<file path="src/rtl/mem_bus_arbiter_if.sv">
// Requester, memory and (with MEM_ARB_STATS_EN) stall-counter signals of the two-port memory arbiter.
// The slave modport is the arbiter's view; the master modport is the requester/memory side.
interface mem_bus_arbiter_if;
  logic        r0_req;
  logic        r0_lock;
  logic        r0_we;
  logic [15:0] r0_addr;
  logic [7:0]  r0_wdata;
  logic        r0_gnt;
  logic        r0_rvalid;
  logic [7:0]  r0_rdata;

  logic        r1_req;
  logic        r1_lock;
  logic        r1_we;
  logic [15:0] r1_addr;
  logic [7:0]  r1_wdata;
  logic        r1_gnt;
  logic        r1_rvalid;
  logic [7:0]  r1_rdata;

  logic [15:0] mem_addr;
  logic [7:0]  mem_wdata;
  logic        mem_we;
  logic [7:0]  mem_rdata;

`ifdef MEM_ARB_STATS_EN
  logic [15:0] stall0_cnt;
  logic [15:0] stall1_cnt;

  modport slave (
    input  r0_req, r0_lock, r0_we, r0_addr, r0_wdata,
    output r0_gnt, r0_rvalid, r0_rdata,
    input  r1_req, r1_lock, r1_we, r1_addr, r1_wdata,
    output r1_gnt, r1_rvalid, r1_rdata,
    output mem_addr, mem_wdata, mem_we,
    input  mem_rdata,
    output stall0_cnt, stall1_cnt
  );

  modport master (
    output r0_req, r0_lock, r0_we, r0_addr, r0_wdata,
    input  r0_gnt, r0_rvalid, r0_rdata,
    output r1_req, r1_lock, r1_we, r1_addr, r1_wdata,
    input  r1_gnt, r1_rvalid, r1_rdata,
    input  mem_addr, mem_wdata, mem_we,
    output mem_rdata,
    input  stall0_cnt, stall1_cnt
  );
`else
  modport slave (
    input  r0_req, r0_lock, r0_we, r0_addr, r0_wdata,
    output r0_gnt, r0_rvalid, r0_rdata,
    input  r1_req, r1_lock, r1_we, r1_addr, r1_wdata,
    output r1_gnt, r1_rvalid, r1_rdata,
    output mem_addr, mem_wdata, mem_we,
    input  mem_rdata
  );

  modport master (
    output r0_req, r0_lock, r0_we, r0_addr, r0_wdata,
    input  r0_gnt, r0_rvalid, r0_rdata,
    output r1_req, r1_lock, r1_we, r1_addr, r1_wdata,
    input  r1_gnt, r1_rvalid, r1_rdata,
    input  mem_addr, mem_wdata, mem_we,
    output mem_rdata
  );
`endif
endinterface

</file>
<file path="src/rtl/mem_bus_arbiter.sv">
// Round-robin arbiter with lockable ownership sharing one 8-bit/16-bit memory between CPU (port 0) and loader (port 1).
// Define MEM_ARB_STATS_EN to add the saturating per-requester stall counters.
module mem_bus_arbiter #(
  parameter int READ_LAT   = 1,
  parameter int RESET_PRIO = 0
) (
  input logic              clk,
  input logic              rst,
  mem_bus_arbiter_if.slave bus
);

  typedef enum logic [1:0] {
    FREE = 2'd0,
    OWN0 = 2'd1,
    OWN1 = 2'd2
  } owner_t;

  localparam logic LP_RESET_PRIO = (RESET_PRIO != 0);

  owner_t              r_state;
  owner_t              w_stateNext;
  logic                r_prio;
  logic                w_prioNext;
  logic                w_gnt0;
  logic                w_gnt1;

  logic [15:0]         r_addrShadow;
  logic [7:0]          r_wdataShadow;
  logic [15:0]         w_memAddr;
  logic [7:0]          w_memWdata;
  logic                w_memWe;

  logic [READ_LAT-1:0] r_pipeValid;
  logic [READ_LAT-1:0] r_pipeTag;
  logic                w_issueRead;
  logic                w_retValid;
  logic                w_ret0;
  logic                w_ret1;
  logic [7:0]          r_rdata0;
  logic [7:0]          r_rdata1;

  always_ff @(posedge clk) begin
    if (rst) begin
      r_state <= FREE;
      r_prio  <= LP_RESET_PRIO;
    end else begin
      r_state <= w_stateNext;
      r_prio  <= w_prioNext;
    end
  end

  // Grants are gated by rst so nothing is accepted (or written) during a reset cycle.
  always_comb begin
    w_stateNext = r_state;
    w_prioNext  = r_prio;
    w_gnt0      = 1'b0;
    w_gnt1      = 1'b0;
    if (!rst) begin
      case (r_state)
        FREE: begin
          if (bus.r0_req && bus.r1_req) begin
            if (r_prio) w_gnt1 = 1'b1;
            else        w_gnt0 = 1'b1;
            w_prioNext = ~r_prio;
          end else begin
            w_gnt0 = bus.r0_req;
            w_gnt1 = bus.r1_req;
          end
          if (w_gnt0 && bus.r0_lock)      w_stateNext = OWN0;
          else if (w_gnt1 && bus.r1_lock) w_stateNext = OWN1;
        end
        OWN0: begin
          w_gnt0 = bus.r0_req;
          if (w_gnt0 && !bus.r0_lock) w_stateNext = FREE;
        end
        OWN1: begin
          w_gnt1 = bus.r1_req;
          if (w_gnt1 && !bus.r1_lock) w_stateNext = FREE;
        end
        default: w_stateNext = FREE;
      endcase
    end
  end

  always_comb begin
    w_memAddr  = r_addrShadow;
    w_memWdata = r_wdataShadow;
    w_memWe    = 1'b0;
    if (w_gnt0) begin
      w_memAddr  = bus.r0_addr;
      w_memWdata = bus.r0_wdata;
      w_memWe    = bus.r0_we;
    end else if (w_gnt1) begin
      w_memAddr  = bus.r1_addr;
      w_memWdata = bus.r1_wdata;
      w_memWe    = bus.r1_we;
    end
  end

  always_ff @(posedge clk) begin
    if (rst) begin
      r_addrShadow  <= 16'h0000;
      r_wdataShadow <= 8'h00;
    end else if (w_gnt0 || w_gnt1) begin
      r_addrShadow  <= w_memAddr;
      r_wdataShadow <= w_memWdata;
    end
  end

  assign bus.mem_addr  = w_memAddr;
  assign bus.mem_wdata = w_memWdata;
  assign bus.mem_we    = w_memWe;

  // Each granted read rides a READ_LAT-deep shift register tagged with the issuing port.
  assign w_issueRead = (w_gnt0 && !bus.r0_we) || (w_gnt1 && !bus.r1_we);

  always_ff @(posedge clk) begin
    if (rst) begin
      r_pipeValid <= '0;
      r_pipeTag   <= '0;
    end else begin
      for (int i = READ_LAT - 1; i > 0; i--) begin
        r_pipeValid[i] <= r_pipeValid[i-1];
        r_pipeTag[i]   <= r_pipeTag[i-1];
      end
      r_pipeValid[0] <= w_issueRead;
      r_pipeTag[0]   <= w_gnt1;
    end
  end

  assign w_retValid = r_pipeValid[READ_LAT-1] && !rst;
  assign w_ret0     = w_retValid && !r_pipeTag[READ_LAT-1];
  assign w_ret1     = w_retValid &&  r_pipeTag[READ_LAT-1];

  always_ff @(posedge clk) begin
    if (rst) begin
      r_rdata0 <= 8'h00;
      r_rdata1 <= 8'h00;
    end else begin
      if (w_ret0) r_rdata0 <= bus.mem_rdata;
      if (w_ret1) r_rdata1 <= bus.mem_rdata;
    end
  end

  assign bus.r0_gnt    = w_gnt0;
  assign bus.r1_gnt    = w_gnt1;
  assign bus.r0_rvalid = w_ret0;
  assign bus.r1_rvalid = w_ret1;
  assign bus.r0_rdata  = w_ret0 ? bus.mem_rdata : r_rdata0;
  assign bus.r1_rdata  = w_ret1 ? bus.mem_rdata : r_rdata1;

`ifdef MEM_ARB_STATS_EN
  logic [15:0] r_stall0Cnt;
  logic [15:0] r_stall1Cnt;

  always_ff @(posedge clk) begin
    if (rst) begin
      r_stall0Cnt <= 16'h0000;
      r_stall1Cnt <= 16'h0000;
    end else begin
      if (bus.r0_req && !w_gnt0 && (r_stall0Cnt != 16'hFFFF)) r_stall0Cnt <= r_stall0Cnt + 16'd1;
      if (bus.r1_req && !w_gnt1 && (r_stall1Cnt != 16'hFFFF)) r_stall1Cnt <= r_stall1Cnt + 16'd1;
    end
  end

  assign bus.stall0_cnt = r_stall0Cnt;
  assign bus.stall1_cnt = r_stall1Cnt;
`endif

endmodule

</file>
<file path="src/flat_wrapper.sv">
// flat-port wrapper written by rule: the top's interface ports become plain ports
module mem_bus_arbiter_flat 
#(
  parameter int READ_LAT   = 1,
  parameter int RESET_PRIO = 0
)
  (clk, rst, bus_r0_req, bus_r0_lock, bus_r0_we, bus_r0_addr, bus_r0_wdata, bus_r0_gnt, bus_r0_rvalid, bus_r0_rdata, bus_r1_req, bus_r1_lock, bus_r1_we, bus_r1_addr, bus_r1_wdata, bus_r1_gnt, bus_r1_rvalid, bus_r1_rdata, bus_mem_addr, bus_mem_wdata, bus_mem_we, bus_mem_rdata);
  mem_bus_arbiter_if bus_i ();
  input logic clk;
  input logic rst;
  input wire logic [$bits(bus_i.r0_req)-1:0] bus_r0_req;
  input wire logic [$bits(bus_i.r0_lock)-1:0] bus_r0_lock;
  input wire logic [$bits(bus_i.r0_we)-1:0] bus_r0_we;
  input wire logic [$bits(bus_i.r0_addr)-1:0] bus_r0_addr;
  input wire logic [$bits(bus_i.r0_wdata)-1:0] bus_r0_wdata;
  output wire logic [$bits(bus_i.r0_gnt)-1:0] bus_r0_gnt;
  output wire logic [$bits(bus_i.r0_rvalid)-1:0] bus_r0_rvalid;
  output wire logic [$bits(bus_i.r0_rdata)-1:0] bus_r0_rdata;
  input wire logic [$bits(bus_i.r1_req)-1:0] bus_r1_req;
  input wire logic [$bits(bus_i.r1_lock)-1:0] bus_r1_lock;
  input wire logic [$bits(bus_i.r1_we)-1:0] bus_r1_we;
  input wire logic [$bits(bus_i.r1_addr)-1:0] bus_r1_addr;
  input wire logic [$bits(bus_i.r1_wdata)-1:0] bus_r1_wdata;
  output wire logic [$bits(bus_i.r1_gnt)-1:0] bus_r1_gnt;
  output wire logic [$bits(bus_i.r1_rvalid)-1:0] bus_r1_rvalid;
  output wire logic [$bits(bus_i.r1_rdata)-1:0] bus_r1_rdata;
  output wire logic [$bits(bus_i.mem_addr)-1:0] bus_mem_addr;
  output wire logic [$bits(bus_i.mem_wdata)-1:0] bus_mem_wdata;
  output wire logic [$bits(bus_i.mem_we)-1:0] bus_mem_we;
  input wire logic [$bits(bus_i.mem_rdata)-1:0] bus_mem_rdata;
  assign bus_i.r0_req = bus_r0_req;
  assign bus_i.r0_lock = bus_r0_lock;
  assign bus_i.r0_we = bus_r0_we;
  assign bus_i.r0_addr = bus_r0_addr;
  assign bus_i.r0_wdata = bus_r0_wdata;
  assign bus_r0_gnt = bus_i.r0_gnt;
  assign bus_r0_rvalid = bus_i.r0_rvalid;
  assign bus_r0_rdata = bus_i.r0_rdata;
  assign bus_i.r1_req = bus_r1_req;
  assign bus_i.r1_lock = bus_r1_lock;
  assign bus_i.r1_we = bus_r1_we;
  assign bus_i.r1_addr = bus_r1_addr;
  assign bus_i.r1_wdata = bus_r1_wdata;
  assign bus_r1_gnt = bus_i.r1_gnt;
  assign bus_r1_rvalid = bus_i.r1_rvalid;
  assign bus_r1_rdata = bus_i.r1_rdata;
  assign bus_mem_addr = bus_i.mem_addr;
  assign bus_mem_wdata = bus_i.mem_wdata;
  assign bus_mem_we = bus_i.mem_we;
  assign bus_i.mem_rdata = bus_mem_rdata;
  mem_bus_arbiter #(.READ_LAT(READ_LAT), .RESET_PRIO(RESET_PRIO)) u_core (.clk(clk), .rst(rst), .bus(bus_i));
endmodule
</file>
<file path="config.mk">
export PLATFORM = sky130hd
export DESIGN_NAME = mem_bus_arbiter_flat
export DESIGN_NICKNAME = d
export VERILOG_FILES = /design/src/rtl/mem_bus_arbiter_if.sv /design/src/rtl/mem_bus_arbiter.sv /design/src/flat_wrapper.sv
export SDC_FILE = /design/constraint.sdc
export NUM_CORES = 1
export LEC_CHECK = 0
export ABC_AREA = 1
export BUFFER_PORTS_ARGS = -buffer_cell sky130_fd_sc_hd__buf_2
export CAP_MARGIN = 20
export CORE_MARGIN = 4
export CORE_UTILIZATION = 48
export DETAILED_ROUTE_END_ITERATION = 8
export GPL_ROUTABILITY_DRIVEN = 0
export GPL_TIMING_DRIVEN = 0
export PLACE_DENSITY = 0.78
export SETUP_SLACK_MARGIN = 0.2
export SLEW_MARGIN = 10
export SYNTH_ARGS = -nofsm -noshare
export SYNTH_HDL_FRONTEND = slang
export SYNTH_SLANG_ARGS = --single-unit
export TNS_END_PERCENT = 100
</file>
<file path="constraint.sdc">
create_clock -name clk -period 1.3 [get_ports clk]
set_input_delay 0.065 -clock clk [delete_from_list [all_inputs] [get_ports clk]]
set_output_delay 0.065 -clock clk [all_outputs]
set_load 0.03 [all_outputs]
</file>
==> results of run 1 <==
[what timing repair did]
| action | in CTS |
|---|---|
| buffers inserted | 25 |
| gates resized for setup | 192 |
| hold buffers | 3 |
| cloned | 3 |
| pin swaps | 25 |
| endpoints found under the setup margin | 88 |
| hold endpoints to repair | 2 |
[through the flow]
stage | area, µm² | TNS, ns | std cells | hold slack, ns | setup WS [ns]
4_1_cts | 4800 | -11.38 | 576 | -0.00571 | -0.364
3_3_place_gp | 3760 | -3.02 | 538 | 0.294 | -0.181
3_5_place_dp | 3760 | -3.43 | 538 | 0.285 | -0.201
2_1_floorplan | 3130 | 0 | 361 | 0.171 | 0.0219
[logic make-up after synthesis]
family / Yosys count / share of synthesized area
flops: 45 / 0.343
buf+inv: 95 / 0.167
compound gates: 64 / 0.165
simple gates: 157 / 0.325
[cells in the mapped netlist]
master    number
o31ai_1        1
inv_2         18
nand2_1       69
clkbuf_1       4
nand3_2       17
a21oi_2       17
clkinv_2       1
nor2_1         3
nand4_1        1
nand2_2        4
nor2_8         2
nand2_4        2
nand2_8        1
buf_8          1
dfxtp_1       45
nand4_2        1
nand3_1       56
o22ai_1        2
a211oi_1      16
buf_6          5
inv_1         51
buf_12         1
buf_2          6
o211ai_1       2
buf_4          2
nor2_2         1
clkinv_1       6
a21oi_1       26
==> reports/metrics.yaml, run 1 <==
yosys-top-cells-area: "dfxtp_1 34%, nand3_1 11%, nand2_1 9.9%"
ys.warnings.count: 0
status: "stopped before the end"
ys_ff_latch: 45
cts_root_buf: "clkbuf_8"
die_w_um: 82.0
error: "[ERROR DPL-0038] Utilization greater than 100%, impossible to legalize"
haltStage: "global routing (5_1_grt)"
cts_buffers: 5
synth_cells: 361
cts.sinks: 45
dpl.hpwl_um: 5450
crit_endpoint: "bus_mem_we"
endpoint_type: "top-level output"
synth_top_area_cell: "dfxtp_1"
initial_core_util: 0.505
cts_buffer_depth: 2
htree_levels: 2
grt_max_degree: 13
dieHeight_um: 82.0
synthesis.nets: 425
synth_top_area_share: 0.343
synth_area_mm2: 0.00263
synth_cell_types: 28
port_buffers: 107
rows: 26
io_pins: 109
yosysSeqAreaShare: 0.343
syn_area_per_cell_um2: 7.27
==> run 2: changes to the inputs <==
--- a/config.mk
+++ b/config.mk
@@ -9,12 +9,11 @@
 export BUFFER_PORTS_ARGS = -buffer_cell sky130_fd_sc_hd__buf_2
 export CAP_MARGIN = 20
 export CORE_MARGIN = 4
-export CORE_UTILIZATION = 48
+export CORE_UTILIZATION = 40
 export DETAILED_ROUTE_END_ITERATION = 8
 export GPL_ROUTABILITY_DRIVEN = 0
 export GPL_TIMING_DRIVEN = 0
-export PLACE_DENSITY = 0.78
-export SETUP_SLACK_MARGIN = 0.2
+export PLACE_DENSITY_LB_ADDON = 0.15
 export SLEW_MARGIN = 10
 export SYNTH_ARGS = -nofsm -noshare
 export SYNTH_HDL_FRONTEND = slang
==> run 2 against run 1 <==
- area after synthesis unchanged
- the flow now finishes, with violations (negative setup slack)
- synthesized cell count stayed put
==> reports/metrics.yaml, run 2 <==
coreArea_mm2: 0.00635
crit_fanout: 5
grt_pass1_vias: 2831
powerDensity_mw_per_mm2: 909
multi_input_area_mm2: 0.00171
cts.clk_slew.worst_paths_ns: 0.09
worstSkewPairLatency_ns: 0.30
worst_clock_skew_ns: 0.0108
slew_headroom: 0.526
critPathSlowestCell: "dfxtp_4"
combinationalPowerShare: 0.397
cp_data_required_time_ns: 1.24
synth_cell_types: 28  # unchanged
synthArstFlopShare: 0  # unchanged
endpoint_kind: "output port"
dpl_worst_slack_ns: -0.267  # was -0.201 ns
finalNetCount: 597
fin_util: 0.755
setup_viol: 54
grt.busiest_layer: "met2"
hold_viol_final: 0
ant_nets: 0
dp.cells: 545  # was 538
fmax_mhz: 601
synth_top_area_share: 0.343  # unchanged
seq_power_share: 0.346
crit_top_cell: "buf_6"
cp-start-kind: "flip-flop"
largest-register: "u_core.r_addrShadow"
yosysMostFrequentCell: "nand2_1"  # unchanged
syn_area_per_cell_um2: 7.27  # unchanged
first_pass_iters: 4
final_cell_mix: "71 x buf_6, 63 x buf_2, 40 x dfxtp_1, 39 x nand3_1, 39 x nand2_2"
drv_cap: 0
die_w_um: 89.0  # was 82.0 µm
fin_crit_ns: 1.66
largest_register_ffs: 16
cts_buffers: 5  # unchanged
ys.flop_type: "dfxtp_1"  # unchanged
grt_overflow: 0
synth_top_area_cell: "dfxtp_1"  # unchanged
ff_latch_area_um2: 915
cpPeakStageDelay_ns: 0.36
slew_violations: 0
critical_path_class: "flip-flop to output port"
fp.dieArea_mm2: 0.00793
drive_gt1_frac: 0.695
clkPwrFrac: 0.257
via_count: 3132
finalCritPeriodShare: 1.28
switching_share: 0.343
yosysSeqAreaShare: 0.343  # unchanged
worst_slack_ns: -0.363
grt_pass1_wl_um: 12700
port_buffers: 107  # unchanged
fillCellCount: 441
cts_tree: "yes"
p_switching_uw: 1490
wirelength_um: 9650
routedWlPerCell_um: 15.8
arrival_ns: 1.60
hold_path_class: "input port to flip-flop"
drtIter0Drc: 176
synth_cells: 361  # unchanged
ir_drop_mv: 0.564
io_pins: 109  # unchanged
avgViaCountPerCell: 5.12
yosys-top-cells-area: "dfxtp_1 34%, nand3_1 11%, nand2_1 9.9%"  # unchanged
dieHeight_um: 89.0  # was 82.0 µm
grt_usage: 0.201
drc: 0
tightest_slew_ns: 0.710
whs_ns: 0.0135
yosys-top-cells-count: "69 x nand2_1, 56 x nand3_1, 51 x inv_1, 45 x dfxtp_1, 26 x a21oi_1"  # unchanged
stdcell_area_mm2: 0.00480
rsz0062_at_grt: "true"
use_met1: 0.229
postPlaceCellArea_mm2: 0.00330  # was 0.00376 mm²
layout.cells.most_common: "buf_6"
cp_cell_sequence: "inv_4 -> nand2_4 -> nor2_8 -> buf_12 -> buf_6 -> nand3_1 -> nand2_1 -> inv_2 -> nand2_2 -> buf_6"
met3_usage: 0.0452
ys.warnings.count: 0  # unchanged
rows: 29  # was 26
violations: "negative setup slack"
synth_edf_count: 0  # unchanged
status: "finished with violations"  # was stopped before the end
cts_buffer_depth: 2  # unchanged
initial_core_util: 0.414  # was 0.505
layoutNonFillerInstCount: 612
syn_to_final_growth_pct: 82.7
cts.sinks: 45  # unchanged
htree_levels: 2  # unchanged
cts_root_buf: "clkbuf_8"  # unchanged
p_leak_uw: 0.00224
dpl.hpwl_um: 5100  # was 5450 µm
synth_area_mm2: 0.00263  # unchanged
grt_max_degree: 18
ys_ff_latch: 45  # unchanged
synthesis.nets: 425  # unchanged
internal_power_uw: 2870
antenna_found_initial: 1
global_route.usage.met2: 0.379
[run 2: cell counts after synthesis]
Identical to the previous run, type by type.
[run 2: cell type report]
type / instances / area share
antenna: 1 / 0.000522
timing repair inverter: 1 / 0.00183
buffer: 18 / 0.0433
clock inverter: 2 / 0.00782
tap: 77 / 0.0201
sequential: 45 / 0.191
multi-input combinational: 222 / 0.357
clock buffer: 6 / 0.0172
inverter: 76 / 0.0683
timing repair buffer: 164 / 0.293
[run 2: worst max-delay path, delay by kind of cell (launching register included)]
family	cells	cell delay (ns)
buffers and inverters	5	0.51
and+or+nand+nor	5	0.43
DFF	1	0.36
[run 2: worst paths after layout]
path | from | cells after the start | slack [ns] | to
max reg2reg | u_core.r_state[0]$_SDFFE_PP0P_ | 12 | -0.27 | u_core.r_addrShadow[8]$_SDFFE_PP0P_
min reg2reg | u_core.r_addrShadow[8]$_SDFFE_PP0P_ | 2 | 0.48 | u_core.r_addrShadow[8]$_SDFFE_PP0P_
min | rst | 2 | 0.01 | u_core.r_rdata0[7]$_SDFF_PP0_
max | u_core.r_state[0]$_SDFFE_PP0P_ | 10 | -0.36 | bus_mem_addr[11]
[run 2: timing repair]
action                                 4_1_cts  5_1_grt
hold buffers                                 3        0
gates resized for setup                    171      110
pin swaps                                   12       31
cloned                                       4        3
setup endpoints to repair                   68       72
buffers inserted                            36       25
endpoints found under the hold margin        3        0
[run 2: power groups by stage]
stage	clock (µW)	sequential (µW)	combinational, µW
2_1_floorplan	0	1520	799
3_3_place_gp	0	1530	1100
3_5_place_dp	0	1530	1110
4_1_cts	1130	1500	1510
5_1_grt	1200	1520	1840
6_report	1120	1510	1730
[run 2: per-layer routing]
layer	wire length, µm	vias up
met3	555	30
met2	5170	111
met5	0	-
li1	-	1513
met4	288	0
met1	3640	1478
[run 2: stage by stage]
stage / setup TNS (ns) / power, µW
after detailed placement: -11.07 / 2640
after global routing: -16.45 / 4550
after global placement: -10.22 / 2630
final: -12.96 / 4360
after floorplan: -1.54 / 2320
after CTS: -11.66 / 4140
[run 2: cell families after synthesis]
group | count (synthesis) | synth area share
flip-flops | 45 | 0.343
AO/OA/AOI/OAI | 64 | 0.165
AND/OR/NAND/NOR | 157 | 0.325
buffers and inverters | 95 | 0.167
Note: power is estimated with default switching activity, not from simulation.
